[config.mk]
export PLATFORM = sky130hd
export DESIGN_NAME = reg_periph_demux
export DESIGN_NICKNAME = d
export VERILOG_FILES = /design/src/rtl/core_v_mcu_pkg.sv /design/src/rtl/reg_addr_decode.sv /design/src/rtl/reg_periph_demux.sv
export SDC_FILE = /design/constraint.sdc
export NUM_CORES = 1
export LEC_CHECK = 0
export CORE_AREA = 10 10 288 290
export CTS_CLUSTER_DIAMETER = 80
export DETAILED_ROUTE_END_ITERATION = 12
export DIE_AREA = 0 0 298 300
export PLACE_DENSITY_LB_ADDON = 0.12
export SLEW_MARGIN = 20
export SYNTH_ARGS = -nofsm -noshare
export SYNTH_HDL_FRONTEND = slang
export SYNTH_SLANG_ARGS = --single-unit
export TNS_END_PERCENT = 1
[constraint.sdc]
create_clock -name clk_i -period 6.8 [get_ports clk_i]
set_input_delay 1.36 -clock clk_i [delete_from_list [all_inputs] [get_ports clk_i]]
set_output_delay 1.36 -clock clk_i [all_outputs]
set_load 0.1 [all_outputs]
[src/rtl/core_v_mcu_pkg.sv]
// Shared peripheral-bus types and constants: reg-bus request/response
// structs, address rules, the default peripheral map and demux defaults.
package core_v_mcu_pkg;

    localparam int unsigned RegAddrWidth = 64;
    localparam int unsigned RegDataWidth = 32;
    localparam int unsigned RegStrbWidth = RegDataWidth / 8;

    typedef struct packed {
        logic [RegAddrWidth-1:0] addr;
        logic                    write;
        logic [RegDataWidth-1:0] wdata;
        logic [RegStrbWidth-1:0] wstrb;
        logic                    valid;
    } reg_req_t;

    typedef struct packed {
        logic [RegDataWidth-1:0] rdata;
        logic                    error;
        logic                    ready;
    } reg_rsp_t;

    // Address rule: start inclusive, end exclusive.
    typedef struct packed {
        logic [RegAddrWidth-1:0] start_addr;
        logic [RegAddrWidth-1:0] end_addr;
    } rule_t;

    typedef enum logic [1:0] {
        StIdle,
        StFwd,
        StErr
    } demux_state_e;

    localparam int unsigned PeriphNumSlaves = 4;
    localparam int unsigned PeriphIdxUart   = 0;
    localparam int unsigned PeriphIdxGpio   = 1;
    localparam int unsigned PeriphIdxTimer  = 2;
    localparam int unsigned PeriphIdxDebug  = 3;

    // The debug window deliberately overlaps the upper half of the timer
    // window; the timer (lower index) owns the shared range while enabled.
    localparam rule_t [PeriphNumSlaves-1:0] PeriphRegMap = '{
        PeriphIdxUart:  '{start_addr: 64'h1000_0000_0000_0000, end_addr: 64'h1000_1000_0000_0000},
        PeriphIdxGpio:  '{start_addr: 64'h1000_1000_0000_0000, end_addr: 64'h1000_2000_0000_0000},
        PeriphIdxTimer: '{start_addr: 64'h1000_2000_0000_0000, end_addr: 64'h1000_3000_0000_0000},
        PeriphIdxDebug: '{start_addr: 64'h1000_2800_0000_0000, end_addr: 64'h1000_4000_0000_0000}
    };

    localparam logic [RegDataWidth-1:0] RegErrData        = 32'hBADC_AB1E;
    localparam int unsigned             RegTimeoutDefault = 1024;

endpackage

[src/rtl/reg_addr_decode.sv]
// Combinational address decoder: matches an address against a rule table,
// gated by per-rule enables, and resolves overlaps to the lowest index.
module reg_addr_decode
    import core_v_mcu_pkg::*;
#(
    parameter int unsigned NumRules = 4,
    parameter int unsigned SelWidth = (NumRules > 1) ? $clog2(NumRules) : 1
) (
    input  logic [RegAddrWidth-1:0] addr,
    input  rule_t [NumRules-1:0]    rules,
    input  logic [NumRules-1:0]     enable,
    output logic [NumRules-1:0]     hit_onehot,
    output logic [SelWidth-1:0]     sel,
    output logic                    miss
);

    logic [NumRules-1:0] hit;

    // Raw per-rule match, possibly several bits set when rules overlap.
    always_comb begin
        hit = '0;
        for (int i = 0; i < NumRules; i++) begin
            hit[i] = enable[i] && (addr >= rules[i].start_addr) && (addr < rules[i].end_addr);
        end
    end

    // Priority pick: scanning downwards leaves the lowest matching index.
    always_comb begin
        hit_onehot = '0;
        sel        = '0;
        for (int i = NumRules - 1; i >= 0; i--) begin
            if (hit[i]) begin
                hit_onehot    = '0;
                hit_onehot[i] = 1'b1;
                sel           = SelWidth'(i);
            end
        end
    end

    assign miss = ~|hit;

endmodule

[src/rtl/reg_periph_demux.sv]
// Reg-bus peripheral demultiplexer: fans one master out to NumSlaves slaves,
// answers decode misses and hung slaves with an error response, and records
// the cause/address of the last error plus a saturating timeout count.
module reg_periph_demux
    import core_v_mcu_pkg::*;
#(
    parameter int unsigned          NumSlaves     = PeriphNumSlaves,
    parameter int unsigned          AddrWidth     = RegAddrWidth,
    parameter int unsigned          DataWidth     = RegDataWidth,
    parameter int unsigned          TimeoutCycles = RegTimeoutDefault,
    parameter rule_t [NumSlaves-1:0] RegMap       = PeriphRegMap,
    parameter logic [DataWidth-1:0] ErrData       = RegErrData
) (
    input  logic                     clk_i,
    input  logic                     rst_i,
    input  logic [NumSlaves-1:0]     slave_en_i,
    input  reg_req_t                 mst_req_i,
    output reg_rsp_t                 mst_rsp_o,
    output reg_req_t [NumSlaves-1:0] slv_req_o,
    input  reg_rsp_t [NumSlaves-1:0] slv_rsp_i,
    output logic                     err_pulse_o,
    output logic                     err_timeout_o,
    output logic [AddrWidth-1:0]     err_addr_o,
    output logic [15:0]              timeout_cnt_o
);

    localparam int unsigned SelWidth = (NumSlaves > 1) ? $clog2(NumSlaves) : 1;

    demux_state_e         state_q, state_d;
    logic [SelWidth-1:0]  sel_q, dec_sel;
    logic [NumSlaves-1:0] sel_onehot_q, dec_onehot;
    logic                 dec_miss;
    logic                 slv_ready;
    logic                 wd_expire;
    logic                 timeout_evt;

    reg_addr_decode #(
        .NumRules (NumSlaves),
        .SelWidth (SelWidth)
    ) u_decode (
        .addr       (mst_req_i.addr),
        .rules      (RegMap),
        .enable     (slave_en_i),
        .hit_onehot (dec_onehot),
        .sel        (dec_sel),
        .miss       (dec_miss)
    );

    assign slv_ready   = slv_rsp_i[sel_q].ready;
    assign timeout_evt = (state_q == StFwd) && !slv_ready && wd_expire;

    // Watchdog only exists when a timeout is configured; it restarts in IDLE.
    if (TimeoutCycles != 0) begin : g_watchdog
        localparam int unsigned WdWidth = $clog2(TimeoutCycles + 1);
        logic [WdWidth-1:0] wd_q;

        // Count FWD cycles spent waiting on the selected slave.
        always_ff @(posedge clk_i or posedge rst_i) begin
            if (rst_i) begin
                wd_q <= '0;
            end else if (state_q == StIdle) begin
                wd_q <= '0;
            end else if ((state_q == StFwd) && !slv_ready) begin
                wd_q <= wd_q + 1'b1;
            end
        end

        assign wd_expire = (wd_q == WdWidth'(TimeoutCycles - 1));
    end else begin : g_no_watchdog
        assign wd_expire = 1'b0;
    end

    // State register.
    always_ff @(posedge clk_i or posedge rst_i) begin
        if (rst_i) begin
            state_q <= StIdle;
        end else begin
            state_q <= state_d;
        end
    end

    // Next-state logic; a slave ready beats a simultaneous watchdog expiry.
    always_comb begin
        state_d = state_q;
        case (state_q)
            StIdle: begin
                if (mst_req_i.valid) begin
                    state_d = dec_miss ? StErr : StFwd;
                end
            end
            StFwd: begin
                if (slv_ready) begin
                    state_d = StIdle;
                end else if (wd_expire) begin
                    state_d = StErr;
                end
            end
            StErr:   state_d = StIdle;
            default: state_d = StIdle;
        endcase
    end

    // Output logic: route the request to the selected slave and mirror its
    // response, or return the canned error response for one cycle.
    always_comb begin
        mst_rsp_o   = '0;
        err_pulse_o = 1'b0;
        for (int i = 0; i < NumSlaves; i++) begin
            slv_req_o[i]       = mst_req_i;
            slv_req_o[i].valid = (state_q == StFwd) && sel_onehot_q[i];
        end
        case (state_q)
            StFwd: mst_rsp_o = slv_rsp_i[sel_q];
            StErr: begin
                mst_rsp_o.rdata = RegDataWidth'(ErrData);
                mst_rsp_o.error = 1'b1;
                mst_rsp_o.ready = 1'b1;
                err_pulse_o     = 1'b1;
            end
            default: ;
        endcase
    end

    // Slave selection is captured once in IDLE so enable changes mid-flight
    // cannot redirect or abort the transaction.
    always_ff @(posedge clk_i or posedge rst_i) begin
        if (rst_i) begin
            sel_q        <= '0;
            sel_onehot_q <= '0;
        end else if ((state_q == StIdle) && mst_req_i.valid && !dec_miss) begin
            sel_q        <= dec_sel;
            sel_onehot_q <= dec_onehot;
        end
    end

    // Error capture on entry to ERR so the values are visible with the pulse.
    always_ff @(posedge clk_i or posedge rst_i) begin
        if (rst_i) begin
            err_timeout_o <= 1'b0;
            err_addr_o    <= '0;
            timeout_cnt_o <= '0;
        end else if ((state_q == StIdle) && mst_req_i.valid && dec_miss) begin
            err_timeout_o <= 1'b0;
            err_addr_o    <= AddrWidth'(mst_req_i.addr);
        end else if (timeout_evt) begin
            err_timeout_o <= 1'b1;
            err_addr_o    <= AddrWidth'(mst_req_i.addr);
            if (timeout_cnt_o != 16'hFFFF) begin
                timeout_cnt_o <= timeout_cnt_o + 16'd1;
            end
        end
    end

endmodule
==> results_dict.tcl <==
set metrics [dict create \
    run_status "completed" \
    p_leak_nw 4.680 \
    cts_sinks 100 \
    post_cts.resized_instances 0 \
    r2r_slack_ns 2.61 \
    cp_endpoint_kind "output port" \
    final_layout_size_suffix_gt1_share_pct 13.00 \
    worst_hold_endpoint "err_addr_o[56]" \
    cell_occurring_most_often_along_the_worst_timing_path "sky130_fd_sc_hd__clkdlybuf4s50_1" \
    origin_of_the_critical_flop_to_flop_path "sel_q[0]" \
    post_synth_and_or_nand_nor_area_fraction_pct 10.55 \
    drc 0 \
    die-width_um 298 \
    grt_remaining_overflow 0 \
    timing.slew.headroom_pct 25.61 \
    synth_compound_area_share_pct 2.658 \
    via_count_of_the_first_global_routing_pass 7279 \
    synthesis.instances 864 \
    timing.critical_path.required_ns 5.44 \
    worst_path_max_delay_cell "sky130_fd_sc_hd__clkdlybuf4s50_1" \
    crit_chain "clkdlybuf4s50_1 -> mux4_2 -> nand3_1 -> nand2_1 -> clkdlybuf4s50_1" \
    port-buffer-count 582 \
    grt_max_degree 65 \
    finalMaxSlewViolations 0 \
    cell_area_synth_um2 8708 \
    globalRouteTotalUtil_pct 9.197 \
    clkLatencyLatePin_ns 0.39 \
    yosys.area_share.adder_pct 0.7184 \
    r2r_end "err_addr_o[33]" \
    worstPathMaxFanout 1 \
    drtAntennaViolNets 0 \
    largest_family_of_logic_cells_by_synthesized_area "buffers and inverters" \
    num-fill-cells 8647 \
    grt_pass1_wl_um 59110 \
    cts_tree "yes" \
    routed_wire_length_per_instance_um 20.55 \
    setup_repair_after_global_routing_missed_its_margin "no" \
    critPathMaxStageDelay_ns 1.15 \
    cpLargestDelayFamily "buffers and inverters" \
    place.detailed.hpwl_um 35320 \
    fin_nets 1275 \
    setup_viol 0 \
    postSynthNetCount 1113 \
    ys_seq_area_share_pct 28.74 \
    design.portCount 768 \
    synth_seq_cells 100 \
    yosys_most_used_dff "sky130_fd_sc_hd__dfrtp_1" \
    min_path_type "flop to flop" \
    register_area_um2 2504 \
    synthArstFlopShare_pct 100.0 \
    ys_warn_count 0 \
    timing_hold_violations_final 0 \
    area_of_combinational_cells_with_multiple_inputs_um2 2937 \
    max_fclk_mhz 202.8 \
    worstSetupStartpointType "primary input" \
    total_cts_buffers 9 \
    finalCritPeriodShare_pct 72.52 \
    power_density_nw_per_um2 420.5 \
    power.ir.vdd_worst_uv 192.0 \
    postRouteWirelength_um 42590 \
    area.growth.synth_to_final_pct 48.76 \
    vias_cell 3.099 \
    clock_edge_transition_at_the_registers_on_the_reported_setup_and_hold_paths_ns 0.08 \
    worst-path-buf-inv 2 \
    initial_utilization_pct 11.30 \
    cts.htree.levels 3 \
    cts_hold_repair.buffers 0 \
    clock_skew_ns 0.007567 \
    timing_worst_setup_path_type "primary input to output port" \
    drtIter0Drc 166 \
    dr_total_vias 6424 \
    fp-row-count 102 \
    period_needed_ns 4.931 \
    setup_total_negative_slack_ns 0 \
    die_y_um 300 \
    max-cap-violations 0 \
    synth-edff-count 0 \
    clock_path_buffers 2 \
    hold-path-cell-count 1 \
    hold_path_startpoint "err_addr_o[56]" \
    cts_post_setup_buffers_inserted 0 \
    ctsRootBufferMaster "sky130_fd_sc_hd__clkbuf_16" \
    fin_util_pct 16.81 \
    tightestPinTransition_ns 1.112 \
    finalWeightedCongestion 0.7320 \
    synth.avg_cell_area_um2 10.08 \
    die_area_um2 89400 \
    final_critical_path_setup_slack_ns 1.869 \
    synthMuxAreaShare_pct 17.61 \
    dp_worst_setup_slack_ns 1.778 \
    synth_xor_xnor_area_share_pct 2.112 \
    grt_antenna_before_repair 3 \
    placeableCoreArea_um2 77080 \
    firstDrtPassIters 4 \
    netlist-cell-type-count 52 \
    cp.arrival_ns 3.57 \
    timing.reg2reg.worst_path_depth 7 \
]
[cells in the mapped netlist (4+ instances only)]
cell	n	area, um^2
sky130_fd_sc_hd__a21oi_1	4	20.02
sky130_fd_sc_hd__and2_1	8	50.05
sky130_fd_sc_hd__and3_1	21	131.4
sky130_fd_sc_hd__and4_1	5	43.79
sky130_fd_sc_hd__buf_1	6	22.52
sky130_fd_sc_hd__buf_4	404	3033
sky130_fd_sc_hd__buf_6	9	101.4
sky130_fd_sc_hd__clkbuf_1	16	60.06
sky130_fd_sc_hd__dfrtp_1	100	2502
sky130_fd_sc_hd__ha_1	5	62.56
sky130_fd_sc_hd__inv_1	9	33.78
sky130_fd_sc_hd__mux2_1	8	90.09
sky130_fd_sc_hd__mux2_2	59	664.4
sky130_fd_sc_hd__mux4_2	33	743.2
sky130_fd_sc_hd__nand2_1	33	123.9
sky130_fd_sc_hd__nand3_1	29	145.1
sky130_fd_sc_hd__nand4_1	6	37.54
sky130_fd_sc_hd__nor2_1	18	67.56
sky130_fd_sc_hd__nor3_1	6	30.03
sky130_fd_sc_hd__nor4_1	9	56.30
sky130_fd_sc_hd__nor4_2	7	87.58
sky130_fd_sc_hd__o211ai_1	4	30.03
sky130_fd_sc_hd__o21ai_0	6	30.03
sky130_fd_sc_hd__xnor2_1	6	52.55
sky130_fd_sc_hd__xor2_1	15	131.4
[stage by stage]
step	hold WS, ns	instance area (um^2)	power (mW)	cells
2_1_floorplan	0.4413	8708	4.355	864
6_report	0.4891	12950	5.447	2073
4_1_cts	0.4945	12950	5.566	2071
5_1_grt	0.5076	12950	5.672	2071
3_3_place_gp	0.4671	12640	4.946	2055
3_5_place_dp	0.4694	12640	4.936	2055
[layout make-up]
cell class,instances,share of cell area [%]
clock inverter,5,0.4636
sequential,100,19.33
antenna,2,0.03863
inverter,9,0.2801
timing repair buffer,589,45.31
tap,1040,10.04
multi-input combinational,317,22.67
clock buffer,11,1.874
[report_power, final]
| part | internal, mW | total (mW) | leakage [nW] | switching, mW |
|---|---|---|---|---|
| sequential | 0.795 | 0.895 | 1.21 | 0.0998 |
| combinational | 0.869 | 3.97 | 3.32 | 3.10 |
| clock | 0.298 | 0.585 | 0.146 | 0.287 |
[layout by cell type, fill, tap and decap left out, drive strengths merged, types with 5 or more instances in the layout]
cell,count
mux2,67
nand4,6
xnor2,6
xor2,15
and4,5
o21ai,7
ha,5
buf,11
nor2,18
dfrtp,100
nor4,18
nand3,29
clkbuf,11
nor3,6
and3,21
and2,8
mux4,34
inv,10
nand2,33
clkdlybuf4s50,578
[worst max-delay path by stage]
stage	start	endpoint	slack [ns]	cells after the start
floorplan	rst_i	err_addr_o[0]	2.82	1
global placement	mst_req_i[95]	err_addr_o[54]	1.48	7
detailed placement	mst_req_i[100]	err_addr_o[57]	1.78	7
CTS	sel_q[0]	mst_rsp_o[0]	1.82	5
global route	sel_q[0]	mst_rsp_o[0]	1.68	5
finish	slv_rsp_i[21]	mst_rsp_o[21]	1.87	5
[cells by family (layout without fill, tap and decap cells)]
family	Yosys count	after routing
multiplexers	102	102
buffers and inverters	447	614
AO/OA/AOI/OAI	31	31
flip-flops	100	100
XOR/XNOR	21	21
AND/OR/NAND/NOR	158	158
adder cells (fa/ha/maj)	5	5
other	0	2
[metal layers]
layer	GRT usage [%]	vias to the layer above	wire length [um]
li1	-	2864	-
met1	8.847	3050	14790
met2	16.00	455	21140
met3	5.318	53	5531
met4	3.746	2	1120
met5	0	-	13
[flip-flops by register name, indices dropped and copies added (netlist names)]
register and flops:
sel_q 2, state_q 2, g_watchdog.wd_q 11, err_timeout_o 1, timeout_cnt_o 16, err_addr_o 64
sel_onehot_q 4
(Power assumes the default switching activity.)
